===== src/rtl/instr_fetch.sv =====
// Instruction fetch unit: credit-limited in-order memory requests feeding a 2-entry
// instruction FIFO, with branch redirect squashing and a sticky misaligned-target fault.
module instr_fetch #(
    parameter logic [31:0] ResetPc = 32'h0000_0000
) (
    input  logic        clk_i,
    input  logic        rst_i,
    output logic        imem_req_o,
    output logic [31:0] imem_addr_o,
    input  logic        imem_gnt_i,
    input  logic        imem_rvalid_i,
    input  logic [31:0] imem_rdata_i,
    input  logic        redirect_i,
    input  logic [31:0] redirect_pc_i,
    output logic [31:0] ins_o,
    output logic [31:0] pc_o,
    output logic [31:0] pc_plus4_o,
    output logic        ins_valid_o,
    input  logic        ins_ready_i,
    output logic        misalign_o
);

    localparam logic [1:0] StBoot  = 2'd0;
    localparam logic [1:0] StRun   = 2'd1;
    localparam logic [1:0] StFault = 2'd2;

    logic [1:0]  state_q, state_d;
    logic [31:0] fetch_pc_q, fetch_pc_d;
    logic [31:0] resp_pc_q, resp_pc_d;
    logic [1:0]  outstanding_q, outstanding_d;
    logic [1:0]  kill_cnt_q, kill_cnt_d;
    logic [31:0] fifo_ins_q [2];
    logic [31:0] fifo_pc_q [2];
    logic        wr_ptr_q, wr_ptr_d;
    logic        rd_ptr_q, rd_ptr_d;
    logic [1:0]  count_q, count_d;

    logic misaligned, redir_ok, fault_hit, credit_ok;
    logic grant, rsp, push, pop, flush;

    assign misaligned = redirect_i & (redirect_pc_i[1:0] != 2'b00);
    assign redir_ok   = redirect_i & ~misaligned & (state_q != StFault);
    assign fault_hit  = misaligned & (state_q == StRun);
    assign credit_ok  = ({1'b0, outstanding_q} + {1'b0, count_q}) < 3'd2;

    assign imem_req_o  = (state_q == StRun) & ~redirect_i & credit_ok;
    assign imem_addr_o = fetch_pc_q;
    assign grant       = imem_req_o & imem_gnt_i;
    // Responses with nothing outstanding are stale (e.g. from before a reset).
    assign rsp         = imem_rvalid_i & (outstanding_q != 2'd0);

    assign ins_valid_o = (count_q != 2'd0);
    assign ins_o       = ins_valid_o ? fifo_ins_q[rd_ptr_q] : 32'h0000_0013;
    assign pc_o        = ins_valid_o ? fifo_pc_q[rd_ptr_q] : 32'h0000_0000;
    assign pc_plus4_o  = ins_valid_o ? fifo_pc_q[rd_ptr_q] + 32'd4 : 32'h0000_0004;
    assign misalign_o  = (state_q == StFault);

    always_comb begin
        state_d       = state_q;
        fetch_pc_d    = fetch_pc_q;
        resp_pc_d     = resp_pc_q;
        kill_cnt_d    = kill_cnt_q;
        outstanding_d = outstanding_q + {1'b0, grant} - {1'b0, rsp};
        push          = 1'b0;
        flush         = 1'b0;

        case (state_q)
            StBoot:  state_d = StRun;
            StRun:   state_d = fault_hit ? StFault : StRun;
            StFault: state_d = StFault;
            default: state_d = StBoot;
        endcase

        if (grant) fetch_pc_d = fetch_pc_q + 32'd4;

        // Redirect squashes everything in flight, including a response arriving now.
        if (redir_ok) begin
            flush      = 1'b1;
            fetch_pc_d = redirect_pc_i;
            resp_pc_d  = redirect_pc_i;
            kill_cnt_d = outstanding_q - {1'b0, rsp};
        end else if (fault_hit) begin
            flush      = 1'b1;
            kill_cnt_d = outstanding_q - {1'b0, rsp};
        end else if (rsp) begin
            if (kill_cnt_q != 2'd0) begin
                kill_cnt_d = kill_cnt_q - 2'd1;
            end else if (state_q != StFault) begin
                push      = 1'b1;
                resp_pc_d = resp_pc_q + 32'd4;
            end
        end

        pop      = ins_valid_o & ins_ready_i & ~flush;
        wr_ptr_d = flush ? 1'b0 : wr_ptr_q ^ push;
        rd_ptr_d = flush ? 1'b0 : rd_ptr_q ^ pop;
        count_d  = flush ? 2'd0 : count_q + {1'b0, push} - {1'b0, pop};
    end

    always_ff @(posedge clk_i or posedge rst_i) begin
        if (rst_i) begin
            state_q       <= StBoot;
            fetch_pc_q    <= ResetPc;
            resp_pc_q     <= ResetPc;
            outstanding_q <= 2'd0;
            kill_cnt_q    <= 2'd0;
            wr_ptr_q      <= 1'b0;
            rd_ptr_q      <= 1'b0;
            count_q       <= 2'd0;
            fifo_ins_q[0] <= 32'h0;
            fifo_ins_q[1] <= 32'h0;
            fifo_pc_q[0]  <= 32'h0;
            fifo_pc_q[1]  <= 32'h0;
        end else begin
            state_q       <= state_d;
            fetch_pc_q    <= fetch_pc_d;
            resp_pc_q     <= resp_pc_d;
            outstanding_q <= outstanding_d;
            kill_cnt_q    <= kill_cnt_d;
            wr_ptr_q      <= wr_ptr_d;
            rd_ptr_q      <= rd_ptr_d;
            count_q       <= count_d;
            if (push) begin
                fifo_ins_q[wr_ptr_q] <= imem_rdata_i;
                fifo_pc_q[wr_ptr_q]  <= resp_pc_q;
            end
        end
    end

endmodule


===== config.mk =====
export PLATFORM = sky130hd
export DESIGN_NAME = instr_fetch
export DESIGN_NICKNAME = d
export VERILOG_FILES = /design/src/rtl/instr_fetch.sv
export SDC_FILE = /design/constraint.sdc
export NUM_CORES = 1
export LEC_CHECK = 0
export CAP_MARGIN = 10
export CORE_MARGIN = 2
export CORE_UTILIZATION = 26
export CTS_CLUSTER_SIZE = 25
export DETAILED_ROUTE_END_ITERATION = 7
export PLACE_DENSITY = 0.51
export SYNTH_ARGS = -nofsm -noshare
export SYNTH_HDL_FRONTEND = slang
export SYNTH_SLANG_ARGS = --single-unit

===== constraint.sdc =====
create_clock -name clk_i -period 15.95 [get_ports clk_i]
set_input_delay 3.19 -clock clk_i [delete_from_list [all_inputs] [get_ports clk_i]]
set_output_delay 3.19 -clock clk_i [all_outputs]
set_load 0.02 [all_outputs]

==> impl_metrics.toml <==
[detailed_routing]
drt_first_pass_iters = 4
finalWirelength_um = 33500
drt_iter0_markers = 535
met2_length_um = 17100
vias_per_cell = 4.94
vias = 8818
met3_length_um = 1330
drt.antenna.violating_nets = 0
top_layer_used = "met4"
wl_met1_um = 14400
route.detailed.drc = 0
wire_per_inst_um = 18.8

[global_routing]
grt_max_degree = 101
track_usage_pct = 15.1
grt_pass1_wl_um = 52400
grt_pass1_vias = 8970
antenna_found_initial = 1
grt_overflow = 0

[clock_network]
htreeDepth = 1
cts_max_path_buffers = 3
cts.clk_slew.worst_paths_ns = 0.06
cts_tree = "yes"
cts_resized = 0
cts_num_sinks = 202
numCtsBuffers = 26
postCtsSetupBuffers = 0
insertion_delay_ns = 0.53
ctsHoldBuffers = 0
cts-root-buf = "clkbuf_16"

[pwr]
switching_share_pct = 39.7
p_int_mw = 1.69
ir_drop_mv = 0.102
p_leak_nw = 5.64
combPwrFrac_pct = 44.8
power_frac_seq_pct = 34.2
fin_total_pwr_mw = 2.80
p_clk_share_pct = 21.0
p_per_area_nw_per_um2 = 196
p_switching_mw = 1.11

[min_path]
hold_depth = 1
hold_path_class = "flip-flop to flip-flop"
min_from = "imem_addr_o[1]$_DFFE_PP0P_"
whs_endpoint = "imem_addr_o[1]$_DFFE_PP0P_"

[sta]
worst_slack_ns = 7.77
fmax_ghz = 0.122
min_period_over_period_pct = 51.3
maxSlewHeadroom_pct = 30.6
setup_viol = 0
drv_slew = 0
worst_slew_pin_slew_ns = 1.04
hold_viol_final = 0
finClkSkew_ns = 0.0185
rsz0062_at_grt = "false"
period_needed_ns = 8.18
whs_ns = 0.486
fin_setup_tns_ns = 0

[critical_path]
rr_endpoint = "fifo_ins_q[9]$_DFFE_PP0P_"
r2r_cells = 7
crit_path_max_fanout = 7
cpPeakStageDelay_ns = 0.61
cpMostUsedCell = "clkdlybuf4s50_1"
slowest_stage = "clkdlybuf4s50_1"
cp-start-kind = "input port"
critPathCaptureType = "primary output"
required_ns = 12.76
path_cells = "clkdlybuf4s50_1 -> nor4b_4 -> nor2b_1 -> clkdlybuf4s50_1"
cp_top_family = "buffers and inverters"
path_buf_inv = 2
r2r_setup_slack_ns = 12.80
cp.arrival_ns = 4.99
r2r_start = "state_q[1]$_DFF_PP0_"
crit_type = "input port to primary output"

[synthesis]
syn_inst = 1047
yosysWarnings = 0
synth_nets = 1129
netlist.area_leader.share_pct = 46.3
synth-edff-count = 0
netlist.top_cell.by_area = "dfrtp_1"
synth_common_cells = "202 x dfrtp_1, 137 x mux2_2, 132 x nor2_1"
synth_compound_area_share_pct = 9.50
synthSimpleGateAreaFrac_pct = 16.3
synth.cell_area_um2 = 10900
ys_seq_area_share_pct = 46.3
synth.top_cells.by_area = "dfrtp_1 46%, mux2_2 14%, mux2i_1 5.5%"
post-synth-top-count-cell = "dfrtp_1"
synth_seq_cells = 202
synth_top_family_by_area = "multiplexers"
synth_xor_area_share_pct = 3.77
synth-adder-area-share_pct = 1.45
syn_avg_cell_area_um2 = 10.4
synthDistinctLibCells = 62
synth-main-ff-cell = "dfrtp_1"
synthMuxAreaShare_pct = 19.6
async_reset_ff_share_pct = 100

[floorplan]
pin_count = 201
die_h_um = 209
rows = 75
die_area_um2 = 43600
core-area_um2 = 41700
start_util_pct = 26.2
die_x_um = 209

[placed_design]
port_buffers = 200
place_ws_ns = 7.76
hpwl_um = 23300
finalWeightedCongestion = 0.781

[run_status]
status = "completed"

[finish]
nets = 1307
diodes = 0
utilization_pct = 34.3
fill_cells = 4204
syn_to_final_growth_pct = 31.2
drive_gt1_share_pct = 16.8

[flow_run]
maxCapViolCount = 0
-- cell families (layout without fill, tap and decap cells) --
group	after synthesis	count (layout)
adders and majority gates	12	12
DFF	202	202
muxes	197	197
AOI/OAI and AO/OA	157	157
and+or+nand+nor	352	352
buffers and inverters	80	278
xor gates and xnor gates	47	47
-- how the worst max path moves through the flow --
stage | start | end | slack (ns) | depth (start not counted)
after floorplan | rst_i | count_q[0]$_DFF_PP0_ | 7.25 | 1
after global placement | redirect_i | imem_req_o | 7.78 | 4
after detailed placement | redirect_i | imem_req_o | 7.76 | 4
after CTS | redirect_i | imem_req_o | 7.76 | 4
after global routing | redirect_i | imem_req_o | 7.65 | 4
final | redirect_i | imem_req_o | 7.77 | 4
-- metrics by stage --
stage	cell area (µm²)	instances
finish	14300	1784
floorplan	10900	1047
detailed placement	13500	1736
global placement	13500	1736
global route	14300	1784
CTS	14300	1784
-- worst reg2reg max path: stages, from the launching register on --
cell and delay, ns:
dfrtp_1 0.50, nand2b_1 0.24, and2_1 0.20, buf_4 0.23, nor2_2 0.36, ha_2 0.25
buf_4 0.76, mux2_2 0.50
-- layer usage --
metal	global-route usage [%]	vias up
met5	0	-
met4	3.97	0
met2	26.9	156
li1	-	4136
met3	2.12	37
met1	19.2	4489
-- power by group through the flow --
stage          clock network, mW  registers, mW  logic [mW]
6_report                   0.588          0.959        1.26
5_1_grt                    0.627          0.997        1.36
4_1_cts                    0.606          0.962        1.27
3_5_place_dp                   0          0.969        1.27
3_3_place_gp                   0          0.961        1.25
2_1_floorplan                  0          0.896       0.801
-- sequential cells by signal, indices dropped and copies added (netlist names) --
| signal | count |
|---|---|
| fifo_pc_q | 64 |
| state_q | 2 |
| resp_pc_q | 32 |
| imem_addr_o | 32 |
| outstanding_q | 2 |
| kill_cnt_q | 2 |
| wr_ptr_q | 1 |
| count_q | 2 |
| fifo_ins_q | 64 |
| rd_ptr_q | 1 |
-- cell type report --
cell class | count | area, µm² | area share, %
multi-input cells | 765 | 5550 | 38.8
flip-flops and latches | 202 | 5060 | 35.4
repair buffers | 212 | 2090 | 14.6
clock buffers | 44 | 810 | 5.66
well taps | 539 | 674 | 4.71
inverters | 18 | 75.1 | 0.525
clock inverters | 4 | 48.8 | 0.341
-- placed cells by master (no fill, tap or decap), types with 20 or more instances in the layout --
cell type	synthesis	final
clkdlybuf4s50_1	0	200
and2_1	21	21
mux2_2	137	137
clkbuf_16	0	27
nand3_1	33	33
dfrtp_1	202	201
nor3_1	20	20
nor2_1	132	131
nand2_1	49	48
a21oi_1	57	57
nand4_1	25	25
mux2i_1	60	60
xnor2_1	37	37
Note: power is estimated with default switching activity, not from simulation.
